## config.mk

```make
export PLATFORM = sky130hd
export DESIGN_NAME = systolic_matvec_engine
export DESIGN_NICKNAME = d
export VERILOG_FILES = /design/src/rtl/systolic_matvec_engine_pkg.sv /design/src/rtl/systolic_matvec_engine_pe.sv /design/src/rtl/systolic_matvec_engine.sv
export SDC_FILE = /design/constraint.sdc
export NUM_CORES = 2
export LEC_CHECK = 0
export ABC_AREA = 1
export BUFFER_PORTS_ARGS = -buffer_cell sky130_fd_sc_hd__buf_2
export CORE_UTILIZATION = 70
export CTS_BUF_LIST = sky130_fd_sc_hd__clkbuf_16
export CTS_CLUSTER_DIAMETER = 80
export DETAILED_ROUTE_END_ITERATION = 6
export PLACE_DENSITY_LB_ADDON = 0.25
export SLEW_MARGIN = 20
export SYNTH_ARGS = -nofsm -noshare
export SYNTH_HDL_FRONTEND = slang
export SYNTH_SLANG_ARGS = --single-unit
```

## constraint.sdc

```tcl
create_clock -name clk -period 9.2 [get_ports clk]
set_clock_uncertainty 0.2 [all_clocks]
set_input_delay 1.84 -clock clk [delete_from_list [all_inputs] [get_ports clk]]
set_output_delay 1.84 -clock clk [all_outputs]
set_load 0.01 [all_outputs]
```

## src/rtl/systolic_matvec_engine_pkg.sv

```systemverilog
// Shared types and width helpers for the systolic matrix-vector engine.
package systolic_matvec_engine_pkg;

    typedef enum logic [2:0] {
        IDLE,
        LOAD,
        SKEW_FEED,
        DRAIN,
        HOLD
    } state_t;

    // Width that holds a sum of n products of two data_width signed values.
    function automatic int acc_int_width(input int data_width, input int n);
        return 2 * data_width + $clog2(n);
    endfunction

endpackage

```

## src/rtl/systolic_matvec_engine_pe.sv

```systemverilog
// One multiply-accumulate cell: holds a weight, forwards x to the right and
// passes the running column sum downward.
module matvec_mac_pe #(
    parameter int DATA_WIDTH = 8,
    parameter int PSUM_WIDTH = 18
) (
    input  logic                         clk,
    input  logic                         srst,
    input  logic                         w_load,
    input  logic signed [DATA_WIDTH-1:0] w_in,
    input  logic signed [DATA_WIDTH-1:0] x_in,
    input  logic signed [PSUM_WIDTH-1:0] psum_in,
    output logic signed [DATA_WIDTH-1:0] x_out,
    output logic signed [PSUM_WIDTH-1:0] psum_out
);

    logic signed [DATA_WIDTH-1:0]   w_reg;
    logic signed [DATA_WIDTH-1:0]   x_reg;
    logic signed [PSUM_WIDTH-1:0]   psum_reg;
    logic signed [2*DATA_WIDTH-1:0] prod;

    assign prod = x_in * w_reg;

    always_ff @(posedge clk) begin
        if (srst) begin
            w_reg    <= '0;
            x_reg    <= '0;
            psum_reg <= '0;
        end else begin
            if (w_load) begin
                w_reg <= w_in;
            end
            x_reg    <= x_in;
            psum_reg <= psum_in + PSUM_WIDTH'(prod);
        end
    end

    assign x_out    = x_reg;
    assign psum_out = psum_reg;

endmodule

```

## src/rtl/systolic_matvec_engine.sv

```systemverilog
// N x N weight-stationary systolic array computing y = x^T * W with a
// valid/ready weight-load port, a vector input port and a held result port.
module systolic_matvec_engine
    import systolic_matvec_engine_pkg::*;
#(
    parameter int DATA_WIDTH = 8,
    parameter int ACC_WIDTH  = 24,
    parameter int N          = 4,
    parameter int SATURATE   = 0
) (
    input  logic                      clk,
    input  logic                      reset,
    input  logic                      w_valid,
    output logic                      w_ready,
    input  logic [N*DATA_WIDTH-1:0]   w_row,
    input  logic                      x_valid,
    output logic                      x_ready,
    input  logic [N*DATA_WIDTH-1:0]   x_vec,
    output logic                      y_valid,
    input  logic                      y_ready,
    output logic [N*ACC_WIDTH-1:0]    y_vec,
    output logic                      weights_loaded
);

    localparam int IW = acc_int_width(DATA_WIDTH, N);
    localparam int RW = $clog2(N);
    localparam int CW = $clog2(2 * N);
    localparam logic [CW-1:0] CYC_FEED_LAST  = CW'(N - 1);
    localparam logic [CW-1:0] CYC_DRAIN_LAST = CW'(2 * N - 1);
    localparam logic [RW-1:0] ROW_LAST       = RW'(N - 1);

    state_t                      state_reg;
    state_t                      state_next;
    logic [RW-1:0]               row_cnt_reg;
    logic [CW-1:0]               cyc_reg;
    logic                        wl_reg;
    logic [(N-1)*DATA_WIDTH-1:0] x_cap_reg;
    logic                        x_fire;
    logic                        w_fire;
    logic                        last_row;

    logic [N-1:0][N:0][DATA_WIDTH-1:0] x_link;
    logic [N:0][N-1:0][IW-1:0]         p_link;
    logic [N*DATA_WIDTH-1:0]           unused_x_tail;

    assign x_fire   = x_valid && x_ready;
    assign w_fire   = w_valid && w_ready;
    assign last_row = (row_cnt_reg == ROW_LAST);

    always_ff @(posedge clk) begin
        if (reset) begin
            state_reg <= IDLE;
        end else begin
            state_reg <= state_next;
        end
    end

    always_comb begin
        state_next = state_reg;
        case (state_reg)
            IDLE: begin
                if (x_valid && wl_reg) begin
                    state_next = SKEW_FEED;
                end else if (w_valid) begin
                    state_next = LOAD;
                end
            end
            LOAD: begin
                if (w_valid && last_row) begin
                    state_next = IDLE;
                end
            end
            SKEW_FEED: begin
                if (cyc_reg == CYC_FEED_LAST) begin
                    state_next = DRAIN;
                end
            end
            DRAIN: begin
                if (cyc_reg == CYC_DRAIN_LAST) begin
                    state_next = HOLD;
                end
            end
            HOLD: begin
                if (y_ready) begin
                    state_next = IDLE;
                end
            end
            default: state_next = IDLE;
        endcase
    end

    // A pending vector wins over a pending weight row, so the row is refused.
    always_comb begin
        x_ready = (state_reg == IDLE) && wl_reg;
        w_ready = ((state_reg == IDLE) && !(x_valid && wl_reg)) || (state_reg == LOAD);
        y_valid = (state_reg == HOLD);
    end

    always_ff @(posedge clk) begin
        if (reset) begin
            row_cnt_reg <= '0;
            cyc_reg     <= '0;
            wl_reg      <= 1'b0;
            x_cap_reg   <= '0;
        end else begin
            if (w_fire) begin
                row_cnt_reg <= last_row ? '0 : row_cnt_reg + RW'(1);
                wl_reg      <= last_row;
            end
            if (x_fire) begin
                x_cap_reg <= x_vec[N*DATA_WIDTH-1:DATA_WIDTH];
                cyc_reg   <= CW'(1);
            end else if (state_reg == SKEW_FEED) begin
                cyc_reg <= cyc_reg + CW'(1);
            end else if (state_reg == DRAIN) begin
                cyc_reg <= (cyc_reg == CYC_DRAIN_LAST) ? '0 : cyc_reg + CW'(1);
            end else begin
                cyc_reg <= '0;
            end
        end
    end

    assign weights_loaded = wl_reg;
    assign p_link[0]      = '0;

    genvar gi, gj;
    generate
        for (gi = 0; gi < N; gi++) begin : g_row
            // Row 0 is fed in the acceptance cycle itself, row gi gi cycles later.
            if (gi == 0) begin : g_feed0
                assign x_link[0][0] = x_fire ? x_vec[DATA_WIDTH-1:0] : '0;
            end else begin : g_feed
                assign x_link[gi][0] = ((state_reg == SKEW_FEED) && (cyc_reg == CW'(gi)))
                                     ? x_cap_reg[(gi-1)*DATA_WIDTH +: DATA_WIDTH] : '0;
            end
            assign unused_x_tail[gi*DATA_WIDTH +: DATA_WIDTH] = x_link[gi][N];

            for (gj = 0; gj < N; gj++) begin : g_col
                matvec_mac_pe #(
                    .DATA_WIDTH (DATA_WIDTH),
                    .PSUM_WIDTH (IW)
                ) u_pe (
                    .clk      (clk),
                    .srst     (reset),
                    .w_load   (w_fire && (row_cnt_reg == RW'(gi))),
                    .w_in     (w_row[gj*DATA_WIDTH +: DATA_WIDTH]),
                    .x_in     (x_link[gi][gj]),
                    .psum_in  (p_link[gi][gj]),
                    .x_out    (x_link[gi][gj+1]),
                    .psum_out (p_link[gi+1][gj])
                );
            end
        end

        for (gj = 0; gj < N; gj++) begin : g_out
            logic signed [IW-1:0]  col_sum;
            logic [ACC_WIDTH-1:0]  fit;
            logic [ACC_WIDTH-1:0]  y_reg;

            assign col_sum = p_link[N][gj];

            if (ACC_WIDTH >= IW) begin : g_extend
                assign fit = ACC_WIDTH'(col_sum);
            end else if (SATURATE != 0) begin : g_sat
                // Overflow when the discarded bits are not all copies of the sign.
                logic ovf;
                assign ovf = !((&col_sum[IW-1:ACC_WIDTH-1]) || ~(|col_sum[IW-1:ACC_WIDTH-1]));
                assign fit = !ovf ? col_sum[ACC_WIDTH-1:0]
                           : (col_sum[IW-1] ? {1'b1, {(ACC_WIDTH-1){1'b0}}}
                                            : {1'b0, {(ACC_WIDTH-1){1'b1}}});
            end else begin : g_wrap
                logic unused_hi;
                assign unused_hi = ^col_sum[IW-1:ACC_WIDTH];
                assign fit       = col_sum[ACC_WIDTH-1:0];
            end

            // Column gj reaches the bottom row N+gj cycles after acceptance.
            always_ff @(posedge clk) begin
                if (reset) begin
                    y_reg <= '0;
                end else if ((state_reg == DRAIN) && (cyc_reg == CW'(N + gj))) begin
                    y_reg <= fit;
                end
            end

            assign y_vec[gj*ACC_WIDTH +: ACC_WIDTH] = y_reg;
        end
    endgenerate

endmodule
```

==> impl_metrics.toml <==
[outcome]
status = "finished clean"

[finish]
final-seq-area_um2 = 12100
instances_no_fill = 10000
final_common_cell = "inv_1"
final_util_pct = 74.9
multi_input_area_um2 = 47000
design_area_um2 = 72900
layout-drive-gt1-share_pct = 4.22
layout.nets = 10500
fillCellCount = 7318
final_cell_mix = "inv_1, nand2_1, fa_1"
largest_reg_flops = 276
areaGrowthSynthToFinish_pct = 5.26

[global_route]
grt_pass1_vias = 54600
grt_overflow = 0
antenna_found_initial = 10
grt_usage_pct = 33.0
grt_max_degree = 181
grt_pass1_wl_mm = 264

[cts]
hold_buffers = 0
clk_pin_slew_ns = 0.05
cts_root_buffer = "clkbuf_16"
cts_sinks = 605
cts_setup_buffers = 0
cts_max_path_buffers = 3
cts_inserted_buffers = 75
insertion_delay_ns = 0.68
ctsHtreeMaxLevel = 3
cts_resized = 0
cts_tree = "done"

[hold_path]
hold_path.class = "register to register"
holdPathStages = 2
whs_endpoint = "x_cap_reg[3]$_SDFFE_PP0N_"
holdCritStartpoint = "x_cap_reg[3]$_SDFFE_PP0N_"

[yosys]
synth-seq-cells = 605
synthFlopType = "dfxtp_1"
synthCells = 8745
async_reset_ff_share_pct = 0
synth_area_per_cell_um2 = 7.91
synthAdderAreaFrac_pct = 44.8
yosysSeqAreaShare_pct = 17.5
ys_warn_count = 0
synth_top_family_by_area = "adder cells"
synth_xor_area_share_pct = 0.734
ys_types = 43
yosys.area_share.simple_pct = 16.6
synth_edf_count = 0
synth.cell_area_um2 = 69200
synth-compound-area-share_pct = 5.75
synth_mux_area_share_pct = 0
syn_nets = 10600

[placed_design]
io_buffers = 168
hpwl_mm = 130
gp_congestion = 0.925
placed_cell_area_um2 = 70400
post-place-ws_ns = 1.87
dpl.cell_count = 9870

[power_and_ir_drop]
ir_drop_v = 0.000118
p_total_mw = 8.73
powerDensity_nw_per_um2 = 120
leakagePower_nw = 39.6

[routing]
drt-total-wl_mm = 160
drtPass1Iterations = 6
drc_errors = 0
postRouteAntennaNets = 0
drt_iter0_drc = 4063
viasPerCell = 5.32
vias = 53300
avgRoutedWirePerCell_um = 16.0

[die]
num_rows = 114
die_x_um = 316
dieArea_um2 = 100000
start_util_pct = 71.1
coreArea_um2 = 97300
io_pins = 169
die_h_um = 316

[timing]
tightestPinTransition_ns = 1.07
fmax_mhz = 151
slew_violations = 0
fin_crit_ns = 6.61
rsz0062_at_grt = "false"
fin_tns_setup_ns = 0
hold_viol = 0
fin_ws_ns = 2.59
post-route-period-util_pct = 71.8
finalSetupViolCount = 0
max_slew_margin_pct = 28.6
hold_slack_ns = 0.255

[critical_path]
rr_worst_depth = 25
timing.rr.end = "g_row[2].g_col[0].u_pe.psum_out[17]$_SDFF_PP0_"
reg2reg_from = "state_reg[1]$_SDFFE_PP0P_"
endpoint_kind = "register"
critPathTopFamily = "adder cells"
r2r_slack_ns = 3.22
crit_slowest_cell = "nor2_1"
crit_type = "input port to register"
cp_cell_sequence = "buf_2 > nand2_1 > nor2_1 > nand2_1 > nor2_1 > inv_1 > fa_1 > inv_1 > fa_1 > inv_1 > fa_1 > inv_1 > fa_1 > ha_1 > a21oi_1 > a21boi_0 > nand3_1 > nand3_1 > nand2_1 > nor2_1"
critPathMaxFanout = 8
crit_required_ns = 9.59
slowest_delay_ns = 0.76
arrival_ns = 7.00
start_kind = "input port"
path_buf_inv = 5

[job]
maxCapViolations = 0
[power by group]
group / internal, mW / switching [mW] / leakage [nW]
registers: 2.85 / 0.250 / 4.89
logic: 0.948 / 1.70 / 33.5
clock network: 1.71 / 1.27 / 1.24
total: 5.51 / 3.22 / 39.6
[final cells by class]
class	count	share of cell area, %
antenna	8	0.0275
clock buffer	75	2.58
clock inverter	59	0.818
inverter	2307	11.9
multi-input combinational	5501	64.5
sequential	605	16.6
tap	1276	2.19
timing repair buffer	181	1.32
[cell usage after synthesis, drive strengths merged, types with 27 or more instances]
| library cell | number | area share, % |
|---|---|---|
| clkbuf | 268 | 1.5 |
| nand2 | 1702 | 9.3 |
| inv | 2304 | 13 |
| fa | 1164 | 34 |
| xnor2 | 33 | 0.42 |
| a21oi | 410 | 3.0 |
| nor2 | 858 | 4.7 |
| or2 | 27 | 0.24 |
| ha | 618 | 11 |
| dfxtp | 605 | 18 |
| buf | 64 | 0.59 |
| o21ai | 292 | 2.1 |
| nand3 | 272 | 2.0 |
[cell families (layout without fill, tap and decap cells)]
logic type / Yosys count / count (layout)
buf+inv: 2639 / 2622
fa+ha+maj: 1782 / 1782
other cells: 0 / 8
flops: 605 / 605
compound gates: 764 / 764
xor+xnor: 58 / 58
simple gates: 2897 / 2897
[per-layer routing]
metal	wire length [um]	global-route usage [%]
met5	7	0
met4	6600	13.9
met3	11400	5.26
met2	75500	55.0
met1	66400	43.0
[tightest hold or removal path, stage by stage (launching register included)]
cell and delay [ns]:
dfxtp_1 0.29, inv_1 0.06, a21oi_1 0.05
[worst max-delay path by stage]
stage                     slack (ns)                                        endpoint  cells after the start     from
final                           2.59  g_row[0].g_col[0].u_pe.psum_out[15]$_SDFF_PP0_                     20  x_valid
after global routing            2.12  g_row[0].g_col[0].u_pe.psum_out[15]$_SDFF_PP0_                     19  x_valid
after CTS                       2.54  g_row[0].g_col[0].u_pe.psum_out[15]$_SDFF_PP0_                     19  x_valid
after detailed placement        1.87  g_row[0].g_col[0].u_pe.psum_out[15]$_SDFF_PP0_                     19  x_valid
after global placement          1.89  g_row[0].g_col[0].u_pe.psum_out[15]$_SDFF_PP0_                     19  x_valid
after floorplan                 3.14  g_row[0].g_col[0].u_pe.psum_out[15]$_SDFF_PP0_                     19  x_valid
Note: power is estimated with default switching activity, not from simulation.
